==> src/rtl/ghr_pkg.sv <==
// Shared constants and the history shift helper for the global history register.
package ghr_pkg;

    localparam int GHR_HIST_W_DEF     = 8;
    localparam int GHR_CKPT_DEPTH_DEF = 4;
    localparam int BR_OP_COND_BIT     = 0;
    localparam int PERF_CNT_W         = 32;
    localparam int GHR_HIST_MAX_W     = 64;

    // Callers zero-extend into the wide form and cast the result back to their width.
    function automatic logic [GHR_HIST_MAX_W-1:0] hist_shift(
        input logic [GHR_HIST_MAX_W-1:0] h,
        input logic                      b
    );
        return {h[GHR_HIST_MAX_W-2:0], b};
    endfunction

endpackage

==> src/rtl/ghr_spec_if.sv <==
// Fetch/execute-facing signal bundle of the global history register.
interface ghr_spec_if
    import ghr_pkg::*;
#(
    parameter int HIST_W = GHR_HIST_W_DEF
);
    logic                  stall_f_i;
    logic                  branch_f_i;
    logic                  pred_taken_f_i;
    logic                  stall_e_i;
    logic [1:0]            branch_op_e_i;
    logic                  pc_src_res_e_i;
    logic [HIST_W-1:0]     spec_hist_o;
    logic [HIST_W-1:0]     arch_hist_o;
    logic                  mispredict_e_o;
    logic                  ckpt_full_o;
    logic                  ckpt_empty_o;
    logic                  overflow_o;
    logic [PERF_CNT_W-1:0] br_cnt_o;
    logic [PERF_CNT_W-1:0] mp_cnt_o;

    modport master (
        output stall_f_i, branch_f_i, pred_taken_f_i,
        output stall_e_i, branch_op_e_i, pc_src_res_e_i,
        input  spec_hist_o, arch_hist_o, mispredict_e_o,
        input  ckpt_full_o, ckpt_empty_o, overflow_o, br_cnt_o, mp_cnt_o
    );

    modport slave (
        input  stall_f_i, branch_f_i, pred_taken_f_i,
        input  stall_e_i, branch_op_e_i, pc_src_res_e_i,
        output spec_hist_o, arch_hist_o, mispredict_e_o,
        output ckpt_full_o, ckpt_empty_o, overflow_o, br_cnt_o, mp_cnt_o
    );

endinterface

==> src/rtl/ghr_ckpt_fifo.sv <==
// 1-bit checkpoint FIFO of predicted directions; flush dominates push and pop.
module ghr_ckpt_fifo #(
    parameter int DEPTH = 4
) (
    input  logic clk_i,
    input  logic reset_n_i,
    input  logic push_i,
    input  logic pop_i,
    input  logic flush_i,
    input  logic din_i,
    output logic dout_o,
    output logic full_o,
    output logic empty_o
);
    localparam int PTR_W = $clog2(DEPTH);
    localparam logic [PTR_W:0] PTR_INC = (PTR_W + 1)'(1);

    logic [PTR_W:0]   wr_ptr_q, wr_ptr_d;
    logic [PTR_W:0]   rd_ptr_q, rd_ptr_d;
    logic [DEPTH-1:0] mem_q;
    logic             wr_en_w, rd_en_w;

    // The extra pointer MSB distinguishes a full ring from an empty one.
    assign empty_o = (wr_ptr_q == rd_ptr_q);
    assign full_o  = (wr_ptr_q[PTR_W] != rd_ptr_q[PTR_W]) &&
                     (wr_ptr_q[PTR_W-1:0] == rd_ptr_q[PTR_W-1:0]);
    assign rd_en_w = pop_i & ~empty_o;
    assign wr_en_w = push_i & (~full_o | rd_en_w);
    assign dout_o  = mem_q[rd_ptr_q[PTR_W-1:0]];

    always_comb begin
        wr_ptr_d = wr_ptr_q;
        rd_ptr_d = rd_ptr_q;
        if (flush_i) begin
            wr_ptr_d = '0;
            rd_ptr_d = '0;
        end else begin
            if (wr_en_w) wr_ptr_d = wr_ptr_q + PTR_INC;
            if (rd_en_w) rd_ptr_d = rd_ptr_q + PTR_INC;
        end
    end

    always_ff @(posedge clk_i or negedge reset_n_i) begin
        if (!reset_n_i) begin
            wr_ptr_q <= '0;
            rd_ptr_q <= '0;
        end else begin
            wr_ptr_q <= wr_ptr_d;
            rd_ptr_q <= rd_ptr_d;
        end
    end

    always_ff @(posedge clk_i) begin
        if (wr_en_w && !flush_i) mem_q[wr_ptr_q[PTR_W-1:0]] <= din_i;
    end

endmodule

==> src/rtl/ghr_spec.sv <==
// Speculative/architectural global history register with checkpoint-based repair.
// Optional resolve/mispredict counters are built when GHR_PERF_EN is defined.
module ghr_spec
    import ghr_pkg::*;
#(
    parameter int                HIST_W     = GHR_HIST_W_DEF,
    parameter int                CKPT_DEPTH = GHR_CKPT_DEPTH_DEF,
    parameter logic [HIST_W-1:0] RESET_HIST = HIST_W'(1)
) (
    input  logic     clk_i,
    input  logic     reset_n_i,
    ghr_spec_if.slave bus
);
    logic              push_w, resolve_w, mispredict_w, res_empty_w;
    logic              recover_w, pop_w, fifo_push_w, push_ok_w;
    logic              head_w, full_w, empty_w;
    logic [HIST_W-1:0] spec_q, spec_d, arch_q, arch_d;
    logic [HIST_W-1:0] arch_new_w, spec_new_w;
    logic              ovf_q, ovf_d;
    logic [1:0]        unused_op_w;

    assign unused_op_w = bus.branch_op_e_i;

    assign push_w       = bus.branch_f_i & ~bus.stall_f_i;
    assign resolve_w    = bus.branch_op_e_i[BR_OP_COND_BIT] & ~bus.stall_e_i;
    assign mispredict_w = resolve_w & ~empty_w & (bus.pc_src_res_e_i ^ head_w);
    assign res_empty_w  = resolve_w & empty_w;
    // Either case rebuilds the speculative history from the new architectural one.
    assign recover_w    = mispredict_w | res_empty_w;
    assign pop_w        = resolve_w & ~recover_w;
    assign fifo_push_w  = push_w & ~recover_w;
    assign push_ok_w    = fifo_push_w & (~full_w | pop_w);

    assign arch_new_w = HIST_W'(hist_shift(GHR_HIST_MAX_W'(arch_q), bus.pc_src_res_e_i));
    assign spec_new_w = HIST_W'(hist_shift(GHR_HIST_MAX_W'(spec_q), bus.pred_taken_f_i));

    ghr_ckpt_fifo #(
        .DEPTH (CKPT_DEPTH)
    ) u_ckpt (
        .clk_i     (clk_i),
        .reset_n_i (reset_n_i),
        .push_i    (fifo_push_w),
        .pop_i     (pop_w),
        .flush_i   (recover_w),
        .din_i     (bus.pred_taken_f_i),
        .dout_o    (head_w),
        .full_o    (full_w),
        .empty_o   (empty_w)
    );

    always_comb begin
        spec_d = spec_q;
        arch_d = arch_q;
        ovf_d  = ovf_q;
        if (resolve_w) arch_d = arch_new_w;
        if (recover_w) begin
            spec_d = arch_new_w;
        end else if (push_ok_w) begin
            spec_d = spec_new_w;
        end
        if (res_empty_w || (fifo_push_w && !push_ok_w)) ovf_d = 1'b1;
    end

    always_ff @(posedge clk_i or negedge reset_n_i) begin
        if (!reset_n_i) begin
            spec_q <= RESET_HIST;
            arch_q <= RESET_HIST;
            ovf_q  <= 1'b0;
        end else begin
            spec_q <= spec_d;
            arch_q <= arch_d;
            ovf_q  <= ovf_d;
        end
    end

    assign bus.spec_hist_o    = spec_q;
    assign bus.arch_hist_o    = arch_q;
    assign bus.mispredict_e_o = mispredict_w;
    assign bus.ckpt_full_o    = full_w;
    assign bus.ckpt_empty_o   = empty_w;
    assign bus.overflow_o     = ovf_q;

`ifdef GHR_PERF_EN
    localparam logic [PERF_CNT_W-1:0] CNT_INC = PERF_CNT_W'(1);

    logic [PERF_CNT_W-1:0] br_cnt_q, mp_cnt_q;

    // Resolve-while-empty counts as a resolve but never as a mispredict.
    always_ff @(posedge clk_i or negedge reset_n_i) begin
        if (!reset_n_i) begin
            br_cnt_q <= '0;
            mp_cnt_q <= '0;
        end else begin
            if (resolve_w)    br_cnt_q <= br_cnt_q + CNT_INC;
            if (mispredict_w) mp_cnt_q <= mp_cnt_q + CNT_INC;
        end
    end

    assign bus.br_cnt_o = br_cnt_q;
    assign bus.mp_cnt_o = mp_cnt_q;
`else
    assign bus.br_cnt_o = '0;
    assign bus.mp_cnt_o = '0;
`endif

endmodule

==> src/flat_wrapper.sv <==
// flat-port wrapper written by rule: the top's interface ports become plain ports
module ghr_spec_flat import ghr_pkg::*;
#(
    parameter int                HIST_W     = GHR_HIST_W_DEF,
    parameter int                CKPT_DEPTH = GHR_CKPT_DEPTH_DEF,
    parameter logic [HIST_W-1:0] RESET_HIST = HIST_W'(1)
)
  (clk_i, reset_n_i, bus_stall_f_i, bus_branch_f_i, bus_pred_taken_f_i, bus_stall_e_i, bus_branch_op_e_i, bus_pc_src_res_e_i, bus_spec_hist_o, bus_arch_hist_o, bus_mispredict_e_o, bus_ckpt_full_o, bus_ckpt_empty_o, bus_overflow_o, bus_br_cnt_o, bus_mp_cnt_o);
  ghr_spec_if #(.HIST_W(HIST_W)) bus_i ();
  input  logic clk_i;
  input  logic reset_n_i;
  input wire logic [$bits(bus_i.stall_f_i)-1:0] bus_stall_f_i;
  input wire logic [$bits(bus_i.branch_f_i)-1:0] bus_branch_f_i;
  input wire logic [$bits(bus_i.pred_taken_f_i)-1:0] bus_pred_taken_f_i;
  input wire logic [$bits(bus_i.stall_e_i)-1:0] bus_stall_e_i;
  input wire logic [$bits(bus_i.branch_op_e_i)-1:0] bus_branch_op_e_i;
  input wire logic [$bits(bus_i.pc_src_res_e_i)-1:0] bus_pc_src_res_e_i;
  output wire logic [$bits(bus_i.spec_hist_o)-1:0] bus_spec_hist_o;
  output wire logic [$bits(bus_i.arch_hist_o)-1:0] bus_arch_hist_o;
  output wire logic [$bits(bus_i.mispredict_e_o)-1:0] bus_mispredict_e_o;
  output wire logic [$bits(bus_i.ckpt_full_o)-1:0] bus_ckpt_full_o;
  output wire logic [$bits(bus_i.ckpt_empty_o)-1:0] bus_ckpt_empty_o;
  output wire logic [$bits(bus_i.overflow_o)-1:0] bus_overflow_o;
  output wire logic [$bits(bus_i.br_cnt_o)-1:0] bus_br_cnt_o;
  output wire logic [$bits(bus_i.mp_cnt_o)-1:0] bus_mp_cnt_o;
  assign bus_i.stall_f_i = bus_stall_f_i;
  assign bus_i.branch_f_i = bus_branch_f_i;
  assign bus_i.pred_taken_f_i = bus_pred_taken_f_i;
  assign bus_i.stall_e_i = bus_stall_e_i;
  assign bus_i.branch_op_e_i = bus_branch_op_e_i;
  assign bus_i.pc_src_res_e_i = bus_pc_src_res_e_i;
  assign bus_spec_hist_o = bus_i.spec_hist_o;
  assign bus_arch_hist_o = bus_i.arch_hist_o;
  assign bus_mispredict_e_o = bus_i.mispredict_e_o;
  assign bus_ckpt_full_o = bus_i.ckpt_full_o;
  assign bus_ckpt_empty_o = bus_i.ckpt_empty_o;
  assign bus_overflow_o = bus_i.overflow_o;
  assign bus_br_cnt_o = bus_i.br_cnt_o;
  assign bus_mp_cnt_o = bus_i.mp_cnt_o;
  ghr_spec #(.HIST_W(HIST_W), .CKPT_DEPTH(CKPT_DEPTH), .RESET_HIST(RESET_HIST)) u_core (.clk_i(clk_i), .reset_n_i(reset_n_i), .bus(bus_i));
endmodule
==> config.mk <==
export PLATFORM = sky130hd
export DESIGN_NAME = ghr_spec_flat
export DESIGN_NICKNAME = d
export VERILOG_FILES = /design/src/rtl/ghr_pkg.sv /design/src/rtl/ghr_spec_if.sv /design/src/rtl/ghr_ckpt_fifo.sv /design/src/rtl/ghr_spec.sv /design/src/flat_wrapper.sv
export SDC_FILE = /design/constraint.sdc
export NUM_CORES = 1
export LEC_CHECK = 0
export ABC_AREA = 1
export CAP_MARGIN = 25
export CORE_ASPECT_RATIO = 1.1
export CORE_MARGIN = 2
export CORE_UTILIZATION = 42
export CTS_CLUSTER_DIAMETER = 50
export DETAILED_ROUTE_END_ITERATION = 16
export HOLD_SLACK_MARGIN = 0.05
export PLACE_DENSITY = 0.85
export SLEW_MARGIN = 10
export SYNTH_ARGS = -nofsm -noshare
export SYNTH_HDL_FRONTEND = slang
export SYNTH_HIERARCHICAL = 1
export SYNTH_SLANG_ARGS = --single-unit
==> constraint.sdc <==
create_clock -name clk_i -period 2.4 [get_ports clk_i]
set_input_delay 0.72 -clock clk_i [delete_from_list [all_inputs] [get_ports clk_i]]
set_output_delay 0.72 -clock clk_i [all_outputs]
set_load 0.005 [all_outputs]
Word-level counts from Yosys, hierarchy flattened
Cells that the tools add are included.

Output and inout bits: 84. Register bits after elaboration: 27.

Eq/ne operators: 3. $add $sub $neg: 2. Reduce and logical (&&, ||, !) cells: 10. $lt $le $gt $ge: 3. Bitwise operators: 19. Mux-type cells: 11.

Operators by type and width (number): $mux 8 (2); $mux 3 (4); $and 1x1->1 (10); $add 3x1->3 const B (2); $lt 2x3->1 const B (2); $reduce_bool 2->1 (3); $not 1->1 (5); $bwmux 4 (1); $logic_and 1x1->1 (4); $eq 3x3->1 (1); $or 1x1->1 (3); $bmux 1 s2 (1); $demux 1 s2 (1); $eq 2x2->1 (1); $ge 2x1->1 const B (1); $logic_not 1->1 (2); $mux 1 (2); $logic_or 1x1->1 (1); $ne 1x1->1 (1); $xor 1x1->1 (1).

Depth between registers and ports, before layout
Gate-level depths: netlist (run 1).

Word-level depth: 12. Depth in mapped cells: 14. Mapped depth without buffers: 14.

By module
Netlist (run 1), hierarchy kept.

By module, submodules not included: ghr_spec (instances 1, area each 1447.6 µm², cells an instance 186); ghr_ckpt_fifo (instances 1, area each 633.1 µm², cells an instance 74).

Worst setup path before layout (run 1)
Ideal clock, no wire load.

Path type: register to register. Start point: register u_core.u_ckpt.rd_ptr_q[1]. End point: register u_core.u_ckpt.mem_q[0] (enable). Slack: 393 ps. Cell stages (with the launch flop): 11. Required time: 2101 ps. Library setup time: 299 ps. Buffers on the path: 1. Arrival time: 1708 ps. Clock period less this slack: 2007 ps. Cell sequence: dfrtp_1 -> xnor2_2 -> nand3_2 -> inv_1 -> nor2_8 -> nand2_4 -> nand2_4 -> buf_12 -> nor2_4 -> nand3_2 -> nor2_1.

Elaborated cells on any way between the ends: 20. Classes of those cells: eq/ne: 2; mux: 2; bitwise: 13; reduce/logical: 3.

RTL lines: from (decl) (RTL line ghr_ckpt_fifo.sv:19) `logic [PTR_W:0] rd_ptr_q, rd_ptr_d;`; from (signal assigned) (RTL line ghr_ckpt_fifo.sv:49) `rd_ptr_q <= rd_ptr_d;`; $eq 3x3->1 * (RTL line ghr_ckpt_fifo.sv:24) `assign empty_o = (wr_ptr_q == rd_ptr_q);`; net bus_ckpt_empty_o (RTL line flat_wrapper.sv:22) `output wire logic [$bits(bus_i.ckpt_empty_o)-1:0] bus_ckpt_empty_o;`; $not 1->1 (RTL line ghr_spec.sv:26) `assign mispredict_w = resolve_w & ~empty_w & (bus.pc_src_res_e_i ^ head_w);`; $and 1x1->1 (2 in series) (RTL line ghr_spec.sv:26); $or 1x1->1 * (RTL line ghr_spec.sv:29) `assign recover_w = mispredict_w | res_empty_w;`; net u_core.recover_w (RTL line ghr_spec.sv:15) `logic recover_w, pop_w, fifo_push_w, push_ok_w;`; $not 1->1 * (RTL line ghr_spec.sv:31) `assign fifo_push_w = push_w & ~recover_w;`; $and 1x1->1 * (RTL line ghr_spec.sv:31); net u_core.fifo_push_w (RTL line ghr_spec.sv:15); $and 1x1->1 * (RTL line ghr_ckpt_fifo.sv:28) `assign wr_en_w = push_i & (~full_o | rd_en_w);`; $logic_and 1x1->1 * (RTL line ghr_ckpt_fifo.sv:54) `if (wr_en_w && !flush_i) mem_q[wr_ptr_q[PTR_W-1:0]] <= din_i;`; to (signal, indexed assignment) (RTL line ghr_ckpt_fifo.sv:54); to (decl) (RTL line ghr_ckpt_fifo.sv:20) `logic [DEPTH-1:0] mem_q;`.

Mark *: on every way through the listed nets, which the timed path passes. The rest lies on a longest branch. The select of a mux whose other input is x is not followed. A chain may end at the register's enable or synchronous reset.

Worst setup path in the final report (run 1)
Start point: register u_core.u_ckpt.rd_ptr_q[0]. End point: output port bus_mispredict_e_o.

Longest elaborated chain between the ends: 4. Elaborated cells on any way between the ends: 7. Classes of those cells: eq/ne: 1; mux: 2; bitwise: 4.

Ends and longest elaborated chain: $bmux 1 s2 (RTL line ghr_ckpt_fifo.sv:29) `assign dout_o = mem_q[rd_ptr_q[PTR_W-1:0]];`; $mux 1 (implied by the code) (RTL line ghr_ckpt_fifo.sv:29); net u_core.head_w (RTL line ghr_spec.sv:16) `logic head_w, full_w, empty_w;`; $xor 1x1->1 (RTL line ghr_spec.sv:26); $and 1x1->1 (RTL line ghr_spec.sv:26); to (decl) (RTL line flat_wrapper.sv:20) `output wire logic [$bits(bus_i.mispredict_e_o)-1:0] bus_mispredict_e_o;`.

The timed path passes the listed nets, and every way through them passes these cells. The select of a mux whose other input is x is not followed.

==> impl_metrics.csv, run 1 <==
group,metric,value,unit
pwr,p_per_area,1036,mW/mm²
global_routing,grt_pass1_wl,6.292,mm
floorplan,start_util,0.4411,
detailed_routing,wire_per_inst,10.57,µm
final_layout,insertedDiodeCount,0,
worst_setup_path,worstReg2RegEnd,"u_core/u_ckpt/mem_q[1]",
worst_setup_path,arrival,1.60,ns
pwr,combPwrFrac,0.620,
synth,ys_seq_area_frac,0.3355,
floorplan,io_pins,93,
final_layout,area.sequential,699.4,µm²
worst_setup_path,worstPathRequired,1.68,ns
detailed_routing,num_vias,1597,
flow_run,cap_viol_max_count,0,
synth,syn_area,0.002081,mm²
final_layout,area_growth,18.34,%
final_layout,layout_commonest_cell,"nand2_1",
min_path,min_path_cells,2,
final_layout,drive_gt1_frac,0.2468,
final_layout,layout.cells.non_filler,372,
detailed_routing,via_per_inst,4.293,
worst_setup_path,start_kind,"flip-flop",
place,placed_area,0.002291,mm²
timing,setup_viol,0,
pwr,p_total,2.550,mW
clock_tree,cts_sinks,27,
floorplan,die_y,77.82,µm
detailed_routing,totalWireLength,3.932,mm
pwr,p_seq_frac,0.276,
detailed_routing,drt-pass1-iter-count,4,
place,placed_cells,359,
final_layout,finish.instance_area,0.002462,mm²
global_routing,grtUsageTotal,0.1401,
timing,max_freq,431.7,MHz
place,place.gp.congestion,0.7540,
clock_tree,cts-root-buf,"clkbuf_8",
clock_tree,clock_latency,0.27,ns
worst_setup_path,path_class,"reg2out",
worst_setup_path,r2r_slack,0.27,ns
timing,hold_viol,0,
timing,post-route-period-util,0.9653,
final_layout,final_cell_mix,"79 x nand2_1, 64 x conb_1, 26 x buf_4",
clock_tree,numCtsBuffers,3,
synth,ys_ff_latch,27,
pwr,p_sw_frac,0.4142,
min_path,hold_class,"reg2reg",
place,hpwl,3.026,mm
worst_setup_path,crit_fanout,4,
pwr,irDropWorstVdd,0.7673,mV
timing,finClkSkew,0.001283,ns
synth,ys_warn_count,6,
floorplan,core,0.004717,mm²
global_routing,gr-total-overflow,0,
final_layout,multi_input_area,0.001055,mm²
worst_setup_path,endpoint,"bus_mispredict_e_o",
clock_tree,hold_buffers,0,
worst_setup_path,critPathLaunch,"u_core/u_ckpt/rd_ptr_q[0]",
status,outcome,"finished, final reports clean",
synth,synth_cell_types,31,
timing,fin_crit,2.317,ns
global_routing,antenna_found_initial,0,
pwr,p_clk_frac,0.104,
place,io_buffers,27,
final_layout,nets,331,
pwr,p_leak,1.350,nW
clock_tree,clkSlewWorstSetupHoldPaths,0.10,ns
pwr,internal-power,1.494,mW
pwr,p_sw,1.056,mW
final_layout,fillers,414,
detailed_routing,drc,0,
clock_tree,clk_path_buf_depth,2,
detailed_routing,ant_nets,0,
synth,avgSynthCellArea,8.003,µm²
global_routing,grt_max_degree,24,
timing,finalMaxSlewViolations,0,
final_layout,final_core_util,0.5220,
floorplan,die_w,71.11,µm
floorplan,fp.dieArea,0.005534,mm²
timing,hold_ws,0.4948,ns
clock_tree,tritoncts,"yes",
worst_setup_path,worstSetupEndpointType,"output port",
worst_setup_path,rr_worst_depth,13,
detailed_routing,drtIter0Drc,33,
synth,synthCells,260,
worst_setup_path,r2r_start,"u_core/u_ckpt/rd_ptr_q[0]",
floorplan,rows,26,
clock_tree,htreeDepth,1,
global_routing,grt_pass1_vias,1505,
## flip-flops by register name, indices dropped and copies added (netlist names)
signal / cells
u_core/u_ckpt/mem_q: 4
u_core/u_ckpt/wr_ptr_q: 3
u_core/u_ckpt/rd_ptr_q: 3
u_core/bus.arch_hist_o: 8
u_core/bus.spec_hist_o: 8
u_core/bus.overflow_o: 1
## metrics by stage
step,setup TNS [ns],worst slack [ns]
finish,0,0.08336
global route,-0.01842,-0.01842
CTS,-0.003047,-0.003047
detailed placement,-0.3613,-0.3405
global placement,-0.3086,-0.3086
floorplan,0,0.3930
## power by group through the flow
| stage | combinational, mW | sequential [mW] | clock [mW] |
|---|---|---|---|
| 6_report | 1.58 | 0.704 | 0.264 |
| 5_1_grt | 1.72 | 0.723 | 0.285 |
| 4_1_cts | 1.54 | 0.697 | 0.269 |
| 3_5_place_dp | 1.30 | 0.715 | 0 |
| 3_3_place_gp | 1.26 | 0.707 | 0 |
| 2_1_floorplan | 0.849 | 0.707 | 0 |
## timing repair
action                     in CTS  in global routing
cloned                          0                  0
pin swaps                       7                  3
setup endpoints to repair       3                  1
buffers inserted                9                  1
gates resized for setup        18                  7
## worst min path at each step
stage	startpoint	end	slack (ns)
floorplan	reset_n_i	u_core/bus.arch_hist_o[1]	0.42
global placement	u_core/bus.spec_hist_o[0]	u_core/bus.spec_hist_o[0]	0.46
detailed placement	u_core/bus.spec_hist_o[7]	u_core/bus.spec_hist_o[7]	0.48
CTS	u_core/bus.spec_hist_o[0]	u_core/bus.spec_hist_o[0]	0.49
global route	u_core/bus.spec_hist_o[0]	u_core/bus.spec_hist_o[0]	0.53
finish	u_core/bus.spec_hist_o[7]	u_core/bus.spec_hist_o[7]	0.49
## routing by layer
metal  GRT usage  up-vias  share of wire
met3     0.01558        6          0.046
met4     0.07358        0          0.013
met2      0.2692       67           0.55
met1      0.1456      744           0.39
li1            -      780              -
met5           0        -              0
## area by class of cell
cell class | count | area share
clock buffer | 3 | 0.01677
clock inverter | 1 | 0.002541
inverter | 24 | 0.03760
multi-input combinational | 205 | 0.4284
sequential | 27 | 0.2840
tap | 56 | 0.02846
timing repair buffer | 56 | 0.2022
## cell families (layout without fill, tap and decap cells)
group | Yosys count | in the layout | share of synthesized area
compound gates | 8 | 8 | 0.03488
xor+xnor | 3 | 3 | 0.01624
fa+ha+maj | 5 | 5 | 0.03007
buf+inv | 91 | 84 | 0.2916
flops | 27 | 27 | 0.3355
other cells | 1 | 64 | 0.001802
simple gates | 125 | 125 | 0.2898
## synth_stat cells, drive strengths merged
cell type	n	area share
nand3	9	0.026
xor2	1	0.0042
o21ai	3	0.0072
inv	24	0.043
dfstp	2	0.025
a21oi	3	0.014
edfxtp	4	0.058
ha	5	0.030
nand2	99	0.21
nor2	11	0.036
a32oi	1	0.0042
o21bai	1	0.0090
buf	67	0.25
conb	1	0.0018
xnor2	2	0.012
nand4	6	0.021
dfrtp	21	0.25
## worst max-delay path, stage by stage, from the launching register on
cell     delay, ns
dfrtp_1       0.44
inv_2         0.11
nand2_1       0.09
a32oi_4       0.28
inv_2         0.07
nand2_2       0.08
nand2_4       0.06
nand2_4       0.07
inv_2         0.03
buf_2         0.11
(Power assumes the default switching activity.)
==> run 2: changes to the inputs <==
--- a/config.mk
+++ b/config.mk
@@ -11,9 +11,11 @@
 export CORE_MARGIN = 2
 export CORE_UTILIZATION = 42
 export CTS_CLUSTER_DIAMETER = 50
+export CTS_CLUSTER_SIZE = 28
 export DETAILED_ROUTE_END_ITERATION = 16
 export HOLD_SLACK_MARGIN = 0.05
 export PLACE_DENSITY = 0.85
+export REMOVE_ABC_BUFFERS = 1
 export SLEW_MARGIN = 10
 export SYNTH_ARGS = -nofsm -noshare
 export SYNTH_HDL_FRONTEND = slang
==> impl_metrics.csv, run 2 (same netlist as run 1, synthesis figures left out) <==
group,metric,value,unit
timing,finalMaxSlewViolations,0,
clock_tree,htreeDepth,1,
detailed_routing,drtIter0Drc,30,
timing,fin_crit,2.320,ns
worst_setup_path,r2r_start,"u_core/u_ckpt/rd_ptr_q[0]",
worst_setup_path,crit_path_max_incr_delay,0.43,ns
floorplan,core,0.004717,mm²
worst_setup_path,path_class,"reg2out",
min_path,min_path_cells,2,
global_routing,grt_pass1_wl,6.168,mm
min_path,hold_start,"u_core/bus.arch_hist_o[7]",
place,pre_cts_slack,-0.3214,ns
worst_setup_path,start_kind,"flip-flop",
detailed_routing,drc,0,
worst_setup_path,r2r_slack,0.24,ns
detailed_routing,drt-pass1-iter-count,4,
pwr,p_sw,1.048,mW
min_path,min_to,"u_core/bus.arch_hist_o[7]",
timing,finClkSkew,0.006016,ns
worst_setup_path,worstReg2RegEnd,"u_core/u_ckpt/mem_q[1]",
place,placed_area,0.002303,mm²
clock_tree,clkSlewWorstSetupHoldPaths,0.09,ns
global_routing,gr-total-overflow,0,
clock_tree,clock_latency,0.27,ns
clock_tree,clk_path_buf_depth,2,
clock_tree,cts-root-buf,"clkbuf_8",
timing,max_freq,431.1,MHz
global_routing,antenna_found_initial,0,
pwr,p_leak,1.353,nW
global_routing,grtUsageTotal,0.1383,
worst_setup_path,cp_slowest_cell,"dfrtp_1",
worst_setup_path,crit_fanout,4,
worst_setup_path,crit_chain,"inv_2 > nand2_1 > nand2_2 > buf_4 > nand2_1 > nor2_2 > dlygate4sd2_1",
status,outcome,"finished, final reports clean",
timing,hold_viol,0,
pwr,p_sw_frac,0.4099,
detailed_routing,wire_per_inst,10.21,µm
floorplan,start_util,0.4411,
detailed_routing,num_vias,1572,
floorplan,rows,26,
clock_tree,numCtsBuffers,3,
flow_run,cap_viol_max_count,0,
pwr,combPwrFrac,0.618,
place,io_buffers,27,
clock_tree,hold_buffers,0,
floorplan,die_y,77.82,µm
worst_setup_path,rr_worst_depth,14,
worst_setup_path,worstPathRequired,1.68,ns
detailed_routing,totalWireLength,3.810,mm
timing,tns,0,ns
place,hpwl,2.891,mm
clock_tree,cts_sinks,27,
detailed_routing,ant_nets,0,
worst_setup_path,arrival,1.60,ns
pwr,p_seq_frac,0.282,
detailed_routing,via_per_inst,4.214,
global_routing,grt_pass1_vias,1393,
timing,hold_ws,0.4898,ns
worst_setup_path,critical_path_buf_inv_count,3,
floorplan,die_w,71.11,µm
final_layout,insertedDiodeCount,0,
pwr,p_per_area,1030,mW/mm²
final_layout,finish.instance_area,0.002481,mm²
timing,setup_viol,0,
worst_setup_path,crit_family,"buffers and inverters",
final_layout,area_growth,19.24,%
place,place.gp.congestion,0.8320,
global_routing,grt_max_degree,24,
worst_setup_path,worstSetupEndpointType,"output port",
min_path,hold_class,"reg2reg",
pwr,p_clk_frac,0.100,
final_layout,nets,332,
final_layout,layout_commonest_cell,"nand2_1",
timing,post-route-period-util,0.9665,
timing,worst_slack,0.08042,ns
final_layout,drive_gt1_frac,0.2492,
clock_tree,tritoncts,"yes",
floorplan,fp.dieArea,0.005534,mm²
worst_setup_path,critPathLaunch,"u_core/u_ckpt/rd_ptr_q[0]",
floorplan,io_pins,93,
pwr,internal-power,1.509,mW
pwr,irDropWorstVdd,0.6780,mV
final_layout,final_cell_mix,"79 x nand2_1, 64 x conb_1, 27 x buf_4",
worst_setup_path,cp_common_cell,"nand2_1",
-- run 2: area by class of cell --
type,instances,area (µm²)
Clock buffer,3,41.29
Clock inverter,1,5.005
Fill cell,422,2236
Inverter,24,92.59
Multi-Input combinational cell,205,1054
Sequential cell,27,700.7
Tap cell,56,70.07
Timing Repair Buffer,57,518.0
-- run 2: worst max path at each step --
stage / slack, ns / cells after the start / to
detailed placement: -0.32 / 6 / bus_mispredict_e_o
global route: -0.02 / 10 / bus_mispredict_e_o
global placement: -0.31 / 6 / bus_mispredict_e_o
CTS: -0.02 / 10 / bus_mispredict_e_o
floorplan: 0.29 / 8 / u_core/u_ckpt/mem_q[0]
finish: 0.08 / 7 / bus_ckpt_full_o
-- run 2: power by group through the flow --
stage	Clock (mW)	Sequential [mW]	Combinational, mW
after global placement	0	0.716	1.28
after detailed placement	0	0.724	1.31
after floorplan	0	0.707	0.726
final	0.256	0.722	1.58
after global routing	0.285	0.747	1.73
after CTS	0.260	0.717	1.50
-- run 2: worst min-delay path, stage by stage (launching register included) --
cell	delay (ns)
dfrtp_1	0.35
nand2_1	0.05
o21ai_0	0.06
-- run 2: through the flow --
stage	total power, mW	cells	utilization
6_report	2.557	373	0.5260
5_1_grt	2.767	373	0.5260
4_1_cts	2.473	368	0.5149
3_5_place_dp	2.033	359	0.4883
3_3_place_gp	1.995	359	0.4883
2_1_floorplan	1.433	256	-
-- run 2: what timing repair did --
item                       in CTS  in global routing
gates resized for setup        17                  6
setup endpoints to repair       3                  2
pin swaps                       4                  5
buffers inserted                5                  5
hold endpoints to repair        0                  0
-- run 2: per-layer routing --
| metal | wire length [µm] | share of wire | vias to the layer above | global-route usage |
|---|---|---|---|---|
| met5 | 0 | 0 | - | 0 |
| met3 | 223 | 0.059 | 5 | 0.01429 |
| met4 | 69 | 0.018 | 0 | 0.06604 |
| li1 | - | - | 779 | - |
| met2 | 1930 | 0.51 | 74 | 0.2439 |
| met1 | 1587 | 0.42 | 714 | 0.1665 |
==> run 3: changes to the inputs <==
--- a/config.mk
+++ b/config.mk
@@ -14,6 +14,7 @@
 export CTS_CLUSTER_SIZE = 28
 export DETAILED_ROUTE_END_ITERATION = 16
 export HOLD_SLACK_MARGIN = 0.05
+export MAX_ROUTING_LAYER = met4
 export PLACE_DENSITY = 0.85
 export REMOVE_ABC_BUFFERS = 1
 export SLEW_MARGIN = 10
==> impl_metrics.csv, run 3 (same netlist as run 1, synthesis figures left out) <==
group,metric,value,unit
timing,max_freq,431.1,MHz
clock_tree,cts-root-buf,"clkbuf_8",
worst_setup_path,crit_chain,"inv_2 > nand2_1 > nand2_2 > buf_4 > nand2_1 > nor2_2 > dlygate4sd2_1",
timing,finalMaxSlewViolations,0,
global_routing,grt_pass1_vias,1393,
floorplan,rows,26,
min_path,min_to,"u_core/bus.arch_hist_o[7]",
flow_run,cap_viol_max_count,0,
min_path,min_path_cells,2,
place,pre_cts_slack,-0.3214,ns
worst_setup_path,path_class,"reg2out",
worst_setup_path,worstPathRequired,1.68,ns
worst_setup_path,cp_common_cell,"nand2_1",
final_layout,insertedDiodeCount,0,
worst_setup_path,crit_fanout,4,
clock_tree,clock_latency,0.27,ns
floorplan,die_w,71.11,µm
floorplan,io_pins,93,
global_routing,grt_pass1_wl,6.175,mm
status,outcome,"finished, final reports clean",
floorplan,fp.dieArea,0.005534,mm²
clock_tree,numCtsBuffers,3,
detailed_routing,via_per_inst,4.214,
pwr,p_per_area,1030,mW/mm²
final_layout,nets,332,
place,io_buffers,27,
final_layout,multi_input_area,0.001054,mm²
worst_setup_path,arrival,1.60,ns
final_layout,final_core_util,0.5260,
clock_tree,clk_path_buf_depth,2,
final_layout,area_growth,19.24,%
clock_tree,tritoncts,"yes",
worst_setup_path,worstSetupEndpointType,"output port",
pwr,p_leak,1.353,nW
final_layout,finish.instance_area,0.002481,mm²
global_routing,grtUsageTotal,0.1421,
timing,post-route-period-util,0.9665,
timing,hold_viol,0,
floorplan,start_util,0.4411,
global_routing,grt_max_degree,24,
pwr,irDropWorstVdd,0.6780,mV
min_path,hold_class,"reg2reg",
worst_setup_path,start_kind,"flip-flop",
place,hpwl,2.891,mm
timing,setup_viol,0,
global_routing,gr-total-overflow,0,
final_layout,drive_gt1_frac,0.2492,
floorplan,die_y,77.82,µm
place,place.gp.congestion,0.8447,
clock_tree,hold_buffers,0,
detailed_routing,drc,0,
worst_setup_path,r2r_slack,0.24,ns
final_layout,layout_commonest_cell,"nand2_1",
min_path,hold_start,"u_core/bus.arch_hist_o[7]",
global_routing,antenna_found_initial,0,
timing,worst_slack,0.08041,ns
floorplan,core,0.004717,mm²
worst_setup_path,rr_worst_depth,14,
worst_setup_path,cp_slowest_cell,"dfrtp_1",
final_layout,final_cell_mix,"79 x nand2_1, 64 x conb_1, 27 x buf_4",
detailed_routing,totalWireLength,3.810,mm
worst_setup_path,worstReg2RegEnd,"u_core/u_ckpt/mem_q[1]",
timing,tns,0,ns
detailed_routing,ant_nets,0,
timing,finClkSkew,0.006018,ns
place,placed_area,0.002303,mm²
clock_tree,htreeDepth,1,
detailed_routing,drt-pass1-iter-count,4,
timing,fin_crit,2.320,ns
worst_setup_path,critPathLaunch,"u_core/u_ckpt/rd_ptr_q[0]",
worst_setup_path,crit_path_max_incr_delay,0.43,ns
detailed_routing,num_vias,1572,
final_layout,fillers,422,
detailed_routing,drtIter0Drc,30,
worst_setup_path,r2r_start,"u_core/u_ckpt/rd_ptr_q[0]",
clock_tree,clkSlewWorstSetupHoldPaths,0.09,ns
clock_tree,cts_sinks,27,
final_layout,area.sequential,700.7,µm²
detailed_routing,wire_per_inst,10.21,µm
==> run 3: cell counts in the layout (fill, tap and decap cells not counted) <==
No cell type changed its count.
==> run 3: power by group <==
group	internal (mW)	switching, mW	total, mW
Combinational	0.799	0.780	1.58
Sequential	0.593	0.128	0.722
Clock	0.116	0.140	0.256
Total	1.51	1.05	2.56
==> run 3: area by class of cell <==
type	count	share of cell area
tap	56	0.02824
timing repair buffer	57	0.2088
sequential	27	0.2824
clock inverter	1	0.002017
multi-input combinational	205	0.4246
clock buffer	3	0.01664
inverter	24	0.03732
==> run 3: how the worst max path moves through the flow <==
| stage | end | cells after the start | slack (ns) |
|---|---|---|---|
| after CTS | bus_mispredict_e_o | 10 | -0.02 |
| final | bus_ckpt_full_o | 7 | 0.08 |
| after global placement | bus_mispredict_e_o | 6 | -0.31 |
| after global routing | bus_mispredict_e_o | 10 | -0.02 |
| after detailed placement | bus_mispredict_e_o | 6 | -0.32 |
| after floorplan | u_core/u_ckpt/mem_q[0] | 8 | 0.29 |
==> run 3: per-layer routing <==
metal | GRT usage | vias to the layer above | routed length [µm]
li1 | - | 779 | -
met1 | 0.1682 | 714 | 1595
met2 | 0.2439 | 74 | 1930
met3 | 0.01169 | 5 | 215
met4 | 0.06604 | 0 | 69
met5 | - | - | 0
==> run 3: worst max-delay path: cells and delay by family (launching register included) <==
kind          cells  cell delay, ns
buf+inv           3            0.49
flops             1            0.43
simple gates      4            0.39
==> run 3: metrics by stage <==
stage	power, mW	hold WS, ns	std cells
global placement	1.995	0.4668	359
floorplan	1.433	0.4244	256
global route	2.767	0.5182	373
finish	2.557	0.4898	373
CTS	2.473	0.4932	368
detailed placement	2.033	0.4741	359
==> run 3: repair_timing <==
item,CTS,global route
pin swaps,4,5
gates resized for setup,17,6
endpoints found under the setup margin,3,2
buffers inserted,5,5
